## src/rtl/mul_sequencer.sv

```systemverilog
`default_nettype none
// ============================================================================
//  Module      : mul_sequencer
//  Description : Issue/retire stage in front of the 32-cycle Multiplier.
//                Accepts operand requests on a valid/ready handshake, drives
//                the Multiplier (mul, A, B), follows its step sequence via
//                stall, captures the 64-bit product (with unsigned correction
//                when requested) and holds it in a 1-entry output buffer.
//  Ports       :
//    CLK          clock, rising edge
//    rst          asynchronous reset, active-high
//    req_valid/req_ready/req_a/req_b/req_signed   operand request channel
//    res_valid/res_ready/res_prod                 product result channel
//    busy         state is not IDLE
//    err          sticky timeout flag, cleared only by rst
//    mul, mA, mB  to Multiplier
//    stall, mulRes from Multiplier
//  Revision    : 1.0  initial release
// ============================================================================
module mul_sequencer #(
    parameter int TIMEOUT = 40
) (
    input  logic        CLK,
    input  logic        rst,
    input  logic        req_valid,
    output logic        req_ready,
    input  logic [31:0] req_a,
    input  logic [31:0] req_b,
    input  logic        req_signed,
    output logic        res_valid,
    input  logic        res_ready,
    output logic [63:0] res_prod,
    output logic        busy,
    output logic        err,
    output logic        mul,
    output logic [31:0] mA,
    output logic [31:0] mB,
    input  logic        stall,
    input  logic [63:0] mulRes
);

    localparam int CNT_W = $clog2(TIMEOUT + 1);

    typedef enum logic [2:0] {
        ST_FLUSH = 3'd0,
        ST_IDLE  = 3'd1,
        ST_START = 3'd2,
        ST_RUN   = 3'd3,
        ST_DONE  = 3'd4
    } state_t;

    state_t             state_q,     state_d;
    logic               mul_q,       mul_d;
    logic [31:0]        mA_q,        mA_d;
    logic [31:0]        mB_q,        mB_d;
    logic               sgn_q,       sgn_d;
    logic               res_valid_q, res_valid_d;
    logic [63:0]        res_prod_q,  res_prod_d;
    logic               err_q,       err_d;
    logic [CNT_W-1:0]   cnt_q,       cnt_d;

    logic [31:0]        corr_hi;
    logic               step_done;
    logic               cnt_expired;

    // Signed product from the Multiplier is turned into the unsigned product
    // by adding back B*2^32 when A is negative-as-signed and vice versa.
    assign corr_hi = mulRes[63:32]
                   + (mA_q[31] ? mB_q : 32'd0)
                   + (mB_q[31] ? mA_q : 32'd0);

    assign step_done   = (state_q == ST_FLUSH || state_q == ST_RUN) && !stall;
    assign cnt_expired = (cnt_q == CNT_W'(TIMEOUT - 1));

    always_comb begin
        state_d     = state_q;
        mul_d       = mul_q;
        mA_d        = mA_q;
        mB_d        = mB_q;
        sgn_d       = sgn_q;
        res_valid_d = res_valid_q;
        res_prod_d  = res_prod_q;
        err_d       = err_q;
        cnt_d       = cnt_q;

        case (state_q)
            ST_FLUSH: begin
                mul_d = 1'b1;
                mA_d  = 32'd0;
                mB_d  = 32'd0;
                // mul_q must already be high: stall is meaningless while the
                // Multiplier is not being driven right after reset.
                if (mul_q && !stall) begin
                    state_d = ST_IDLE;
                    mul_d   = 1'b0;
                end else if (cnt_expired) begin
                    err_d   = 1'b1;
                    state_d = ST_IDLE;
                    mul_d   = 1'b0;
                end else begin
                    cnt_d = cnt_q + CNT_W'(1);
                end
            end
            ST_IDLE: begin
                mul_d = 1'b0;
                if (req_valid) begin
                    mA_d    = req_a;
                    mB_d    = req_b;
                    sgn_d   = req_signed;
                    mul_d   = 1'b1;
                    state_d = ST_START;
                end
            end
            ST_START: begin
                mul_d   = 1'b1;
                cnt_d   = '0;
                state_d = ST_RUN;
            end
            ST_RUN: begin
                mul_d = 1'b1;
                if (!stall) begin
                    res_prod_d  = sgn_q ? mulRes : {corr_hi, mulRes[31:0]};
                    res_valid_d = 1'b1;
                    mul_d       = 1'b0;
                    state_d     = ST_DONE;
                end else if (cnt_expired) begin
                    err_d   = 1'b1;
                    mul_d   = 1'b0;
                    state_d = ST_IDLE;
                end else begin
                    cnt_d = cnt_q + CNT_W'(1);
                end
            end
            ST_DONE: begin
                mul_d = 1'b0;
                if (res_valid_q && res_ready) begin
                    res_valid_d = 1'b0;
                    state_d     = ST_IDLE;
                end
            end
            default: begin
                mul_d   = 1'b0;
                state_d = ST_IDLE;
            end
        endcase
    end

    always_ff @(posedge CLK or posedge rst) begin
        if (rst) begin
            state_q     <= ST_FLUSH;
            mul_q       <= 1'b0;
            mA_q        <= 32'd0;
            mB_q        <= 32'd0;
            sgn_q       <= 1'b0;
            res_valid_q <= 1'b0;
            res_prod_q  <= 64'd0;
            err_q       <= 1'b0;
            cnt_q       <= '0;
        end else begin
            state_q     <= state_d;
            mul_q       <= mul_d;
            mA_q        <= mA_d;
            mB_q        <= mB_d;
            sgn_q       <= sgn_d;
            res_valid_q <= res_valid_d;
            res_prod_q  <= res_prod_d;
            err_q       <= err_d;
            cnt_q       <= cnt_d;
        end
    end

    // mul is dropped in the very cycle stall falls: with mul high at S==32 the
    // Multiplier would wrap S to 0, so gating it here parks S at 32 for IDLE.
    assign mul       = mul_q && !step_done;
    assign mA        = mA_q;
    assign mB        = mB_q;
    assign req_ready = (state_q == ST_IDLE);
    assign busy      = (state_q != ST_IDLE);
    assign res_valid = res_valid_q;
    assign res_prod  = res_prod_q;
    assign err       = err_q;

endmodule
`default_nettype wire

```

## config.mk

```make
export PLATFORM = sky130hd
export DESIGN_NAME = mul_sequencer
export DESIGN_NICKNAME = d
export VERILOG_FILES = /design/src/rtl/mul_sequencer.sv
export SDC_FILE = /design/constraint.sdc
export NUM_CORES = 1
export LEC_CHECK = 0
export BUFFER_PORTS_ARGS = -buffer_cell sky130_fd_sc_hd__clkbuf_2
export CAP_MARGIN = 20
export CORE_UTILIZATION = 45
export DETAILED_ROUTE_END_ITERATION = 10
export HOLD_SLACK_MARGIN = 0.03
export PLACE_DENSITY = 0.72
export SYNTH_ARGS = -nofsm -noshare
export SYNTH_HDL_FRONTEND = slang
export SYNTH_SLANG_ARGS = --single-unit
```

## constraint.sdc

```tcl
create_clock -name CLK -period 7.25 [get_ports CLK]
set_input_delay 1.8125 -clock CLK [delete_from_list [all_inputs] [get_ports CLK]]
set_output_delay 1.8125 -clock CLK [all_outputs]
set_load 0.02 [all_outputs]
```

**Yosys cells after proc, flatten, opt, wreduce, memory -nomap -nowiden**

Cells that the tools add are included.
Widths: inputs -> output; s select.

- Add/sub/neg operators: 3
- Equal/unequal tests: 11
- Muxes and demuxes: 29
- Bitwise operators: 1
- Reduce and logical (&&, ||, !) cells: 19

Operators with widths:

| operator | count |
|---|---|
| $mux 32 | 4 |
| $pmux 32 s2 | 2 |
| $add 32x32->32 | 2 |
| $mux 64 | 1 |
| $mux 6 | 3 |
| $pmux 6 s3 | 1 |
| $mux 3 | 5 |
| $pmux 3 s5 | 1 |
| $ne 2x2->1 const B | 5 |
| $mux 1 | 9 |
| $reduce_and 3->1 | 3 |
| $reduce_and 2->1 | 4 |
| $add 6x1->6 const B | 1 |
| $eq 3x2->1 const B | 2 |
| $eq 6x6->1 const B | 1 |
| $reduce_bool 2->1 | 3 |
| $logic_and 1x1->1 | 4 |
| $pmux 1 s2 | 2 |
| $pmux 1 s4 | 1 |
| $eq 3x1->1 const B | 1 |
| $eq 3x3->1 const B | 1 |
| $logic_not 3->1 | 1 |
| $ne 3x1->1 const B | 1 |
| $reduce_bool 3->1 | 1 |
| 3 further kinds | 4 |

- Bits in registers: 141
- Input bits: 134
- Output and inout bits: 133
- Logic and storage cells: 72

**Logic depth before layout (Yosys ltp)**

- Depth after elaboration: 5
- Gate-level depth with buffers: 17
- Mapped depth without buffers: 16

**Worst setup path before layout**

No wires, ideal clock.

- Kind: in2reg
- Start point: input mulRes[37]
- End point: register res_prod_q[62], in the netlist res_prod[62]
- Arrival: 4698 ps
- Data required time: 7124 ps
- Setup slack: 2426 ps
- Stages on the path: 12
- Cells stage by stage: fa_1 -> ha_1 -> a21o_1 -> a31o_1 -> or3_4 -> and2_4 -> o2bb2ai_2 -> o41ai_4 -> o21bai_2 -> o311ai_2 -> xnor2_1 -> a221o_1

- Cells in the longest elaborated chain, start to end: 3

Ends and longest elaborated chain:

| what | RTL line | RTL |
|---|---|---|
| from (decl) | 39 | `input logic [63:0] mulRes` |
| $add 32x32->32 | 69 | `+ (mA_q[31] ? mB_q : 32'd0)` |
| $add 32x32->32 | 70 | `+ (mB_q[31] ? mA_q : 32'd0);` |
| $mux 64 | 122 | `res_prod_d = sgn_q ? mulRes : {corr_hi, mulRes[31:0]};` |
| to (signal assigned) | 166 | `res_prod_q <= res_prod_d;` |
| to (decl) | 58 | `logic [63:0] res_prod_q, res_prod_d;` |

No other way between the ends.
A chain may end at the register's enable or synchronous reset.

**Final worst setup path**

- Start point: input mulRes[33]
- End point: register res_prod_q[53], in the netlist res_prod[53]

Same word-level chain as after synthesis.

==> flow_metrics.env <==
export IMPL_postCtsHoldBufs=0
export IMPL_coreArea_sq_um=17400
export IMPL_setup_viol=0
export IMPL_reg2reg_slack_ns=2.62
export IMPL_pre_cts_ws_ns=1.95
export IMPL_grt_pass1_wl_um=33500
export IMPL_timing_critical_path_cells="clkbuf_2 -> fa_1 -> ha_1 -> inv_1 -> fa_1 -> nor2b_1 -> o21ai_0 -> o21ai_1 -> a221oi_1 -> nand2_1 -> a31o_2 -> a21o_1 -> a21oi_1 -> mux2i_1 -> nand2_1"
export IMPL_async_flop_share_pct=100
export IMPL_ant_nets=0
export IMPL_regArea_sq_um=3530
export IMPL_postCtsResizedCells=0
export IMPL_clk_pin_slew_ns=0.06
export IMPL_placed_area_sq_um=9530
export IMPL_synth_compound_area_share_pct=18.2
export IMPL_peakVddDrop_v=0.000252
export IMPL_seqPwrFrac_pct=33.0
export IMPL_switching_share_pct=45.7
export IMPL_num_antenna_cells=0
export IMPL_critical_path_required_ns=7.56
export IMPL_worst_endpoint_arrival_ns=5.18
export IMPL_max_freq_ghz=0.205
export IMPL_ctsLongestPathBuffers=2
export IMPL_maxSlewViolCount=0
export IMPL_cts_inserted_buffers=17
export IMPL_grt_setup_unrepaired="no"
export IMPL_synth_simple_area_share_pct=17.8
export IMPL_overflow=0
export IMPL_vias_per_cell=5.24
export IMPL_crit_type="input pin to flop"
export IMPL_yosysTopAreaCellShare_pct=44.0
export IMPL_drc_errors=0
export IMPL_worstPathMaxFanout=3
export IMPL_grt_pass1_vias=6481
export IMPL_worstHoldEndpoint="res_prod[23]"
export IMPL_hpwlAfterDp_um=15200
export IMPL_tightest_slew_ns=1.06
export IMPL_routedWlPerCell_um=16.1
export IMPL_syn_inst=810
export IMPL_antenna_found_initial=0
export IMPL_hold_path_class="flop to flop"
export IMPL_wl_um=20800
export IMPL_cts_root_buf="clkbuf_16"
export IMPL_fillers=1502
export IMPL_tritoncts="done"
export IMPL_io_pins=267
export IMPL_cp_slowest_cell="a221oi_1"
export IMPL_clock_latency_ns=0.43
export IMPL_finalCritPeriodShare_pct=67.2
export IMPL_synth_avg_cell_area_sq_um=9.89
export IMPL_maxCapViolations=0
export IMPL_worst_path_buf_inv=2
export IMPL_firstDrtPassIters=5
export IMPL_synth_top_family_by_area="compound AO/OA/AOI/OAI gates"
export IMPL_synth_nets=1007
export IMPL_synth_common_cells="nand2_1, dfrtp_1, a22o_1"
export IMPL_synth_edff_count=0
export IMPL_stdcell_area_sq_um=10100
export IMPL_rows=48
export IMPL_layout_nets=1253
export IMPL_syn_area_sq_um=8010
export IMPL_cts_setup_buffers=0
export IMPL_grt_use_total_pct=23.7
export IMPL_fin_crit_ns=4.87
export IMPL_synth_area_leaders="dfrtp_1, fa_1, a22o_1"
export IMPL_r2r_end="res_prod[53]"
export IMPL_cts_max_level=4
export IMPL_ys_flop_type="dfrtp_1"
export IMPL_ys_ff_latch=141
export IMPL_finalHoldViolCount=0
export IMPL_die_w_um=135
export IMPL_power_density_nw_per_um2=442
export IMPL_power_leakage_nw=5.42
export IMPL_dr_first_iter_drc_count=428
export IMPL_numPortBuffers=266
export IMPL_comb_power_share_pct=48.3
export IMPL_cpPeakStageDelay_ns=0.66
export IMPL_hold_path_cell_count=2
export IMPL_final_cell_count_no_fill=1294
export IMPL_holdCritStartpoint="res_prod[23]"
export IMPL_place_gp_congestion=0.828
export IMPL_synth_top_area_cell="dfrtp_1"
export IMPL_startpoint_type="input pin"
export IMPL_placed_cells=1262
export IMPL_synthMuxAreaShare_pct=1.02
export IMPL_cts_sinks=141
export IMPL_multiInputGateArea_sq_um=4290
export IMPL_slew_headroom_pct=29.5
export IMPL_dieArea_sq_um=18300
export IMPL_drive_gt1_share_pct=30.0
export IMPL_r2r_cells=15
export IMPL_yosysWarnings=0
export IMPL_cp_top_family="compound AO/OA/AOI/OAI gates"
export IMPL_p_int_w=0.00242
export IMPL_power_frac_clock_pct=18.6
export IMPL_die_h_um=135
export IMPL_switching_power_w=0.00204
export IMPL_grt_max_degree=91
export IMPL_initial_core_util_pct=46.2
export IMPL_synth_fa_ha_area_share_pct=12.8
export IMPL_ys_seq_area_share_pct=44.0
export IMPL_setup_slack_ns=2.38
export IMPL_timing_rr_start="mB[31]"
export IMPL_status="finished, final reports clean"
export IMPL_skew_ns=0.0141
export IMPL_post_synth_xor_area_fraction_pct=3.28
export IMPL_dr_total_vias=6778
export IMPL_area_growth_syn_to_layout_pct=25.9
export IMPL_synth_most_common_cell="nand2_1"
export IMPL_tns_ns=0
export IMPL_ys_types=53
export IMPL_end_kind="flop"
through the flow:
| step | util (%) | hold slack [ns] | power [W] |
|---|---|---|---|
| after floorplan | - | 0.470 | 0.00292 |
| after global placement | 54.9 | 0.439 | 0.00361 |
| after detailed placement | 54.9 | 0.461 | 0.00365 |
| after CTS | 58.1 | 0.477 | 0.00449 |
| after global routing | 58.1 | 0.492 | 0.00478 |
| final | 58.1 | 0.473 | 0.00446 |
cell type report:
class                   instances  area share [%]
clock buffers                  19            4.49
clock inverters                13            1.04
inverters                      18           0.719
multi-input cells             608            42.5
flip-flops and latches        141            35.0
well taps                     225            2.79
repair buffers                270            13.5
kinds of logic after synthesis:
family / Yosys count
muxes: 8
and+or+nand+nor: 304
adders and majority gates: 63
xor gates and xnor gates: 30
DFF: 141
buffers and inverters: 61
AOI/OAI and AO/OA: 203
power by group through the flow:
| stage | clock network, W | registers [W] | logic, W |
|---|---|---|---|
| final | 0.000831 | 0.00147 | 0.00215 |
| after global routing | 0.000878 | 0.00153 | 0.00238 |
| after CTS | 0.000844 | 0.00147 | 0.00217 |
| after detailed placement | 0 | 0.00148 | 0.00217 |
| after global placement | 0 | 0.00147 | 0.00213 |
| after floorplan | 0 | 0.00176 | 0.00116 |
sequential cells by signal (all words and copies together) (netlist names):
register   flops
cnt_q          6
mA            32
res_valid      1
err            1
mB            32
state_q        3
sgn_q          1
res_prod      64
mul_q          1
how the worst max path moves through the flow:
stage	endpoint	from	cells past startpoint
2_1_floorplan	cnt_q[0]	rst	1
3_3_place_gp	res_prod[53]	mulRes[33]	15
3_5_place_dp	res_prod[53]	mulRes[33]	15
4_1_cts	res_prod[53]	mulRes[33]	15
5_1_grt	res_prod[53]	mulRes[33]	15
6_report	res_prod[53]	mulRes[33]	15
placed cells by master (no fill, tap or decap), types with 3 or more instances in the layout:
cell and count:
nand3_1 7, nand3b_1 3, a22o_1 64, inv_6 6, xnor2_1 16, buf_4 4
xor2_1 14, a221o_1 3, inv_1 17, dfrtp_1 140, nor2_1 46, clkbuf_2 266
nand4_1 3, nor2b_1 6, o21bai_1 4, mux2i_1 7, a31oi_1 4, fa_1 32
o21ai_0 34, nor3_1 11, clkinv_4 3, clkinvlp_4 4, a21oi_1 46, o21ai_1 8
nor3b_1 5, a21o_1 17, o21a_1 3, nand2_1 145, clkbuf_16 17, and3_1 4
and2_1 60, ha_1 31
metal layers:
layer	vias to the layer above	global-route usage, %	share of wire (%)
met4	0	7.37	1.4
met3	18	4.60	5.1
met5	-	0	0
met2	207	37.0	47
li1	3301	-	-
met1	3252	33.1	46
worst reg2reg max path, stage by stage (launching register included):
cell and delay [ns]:
dfrtp_1 1.04, and2_1 0.27, fa_1 0.42, ha_1 0.24
inv_1 0.08, fa_1 0.19, nor2b_1 0.06, o21ai_0 0.22
o21ai_1 0.21, a221oi_1 0.66, nand2_1 0.22, a31o_2 0.29
a21o_1 0.17, a21oi_1 0.17, mux2i_1 0.21, nand2_1 0.07
(Power assumes the default switching activity.)
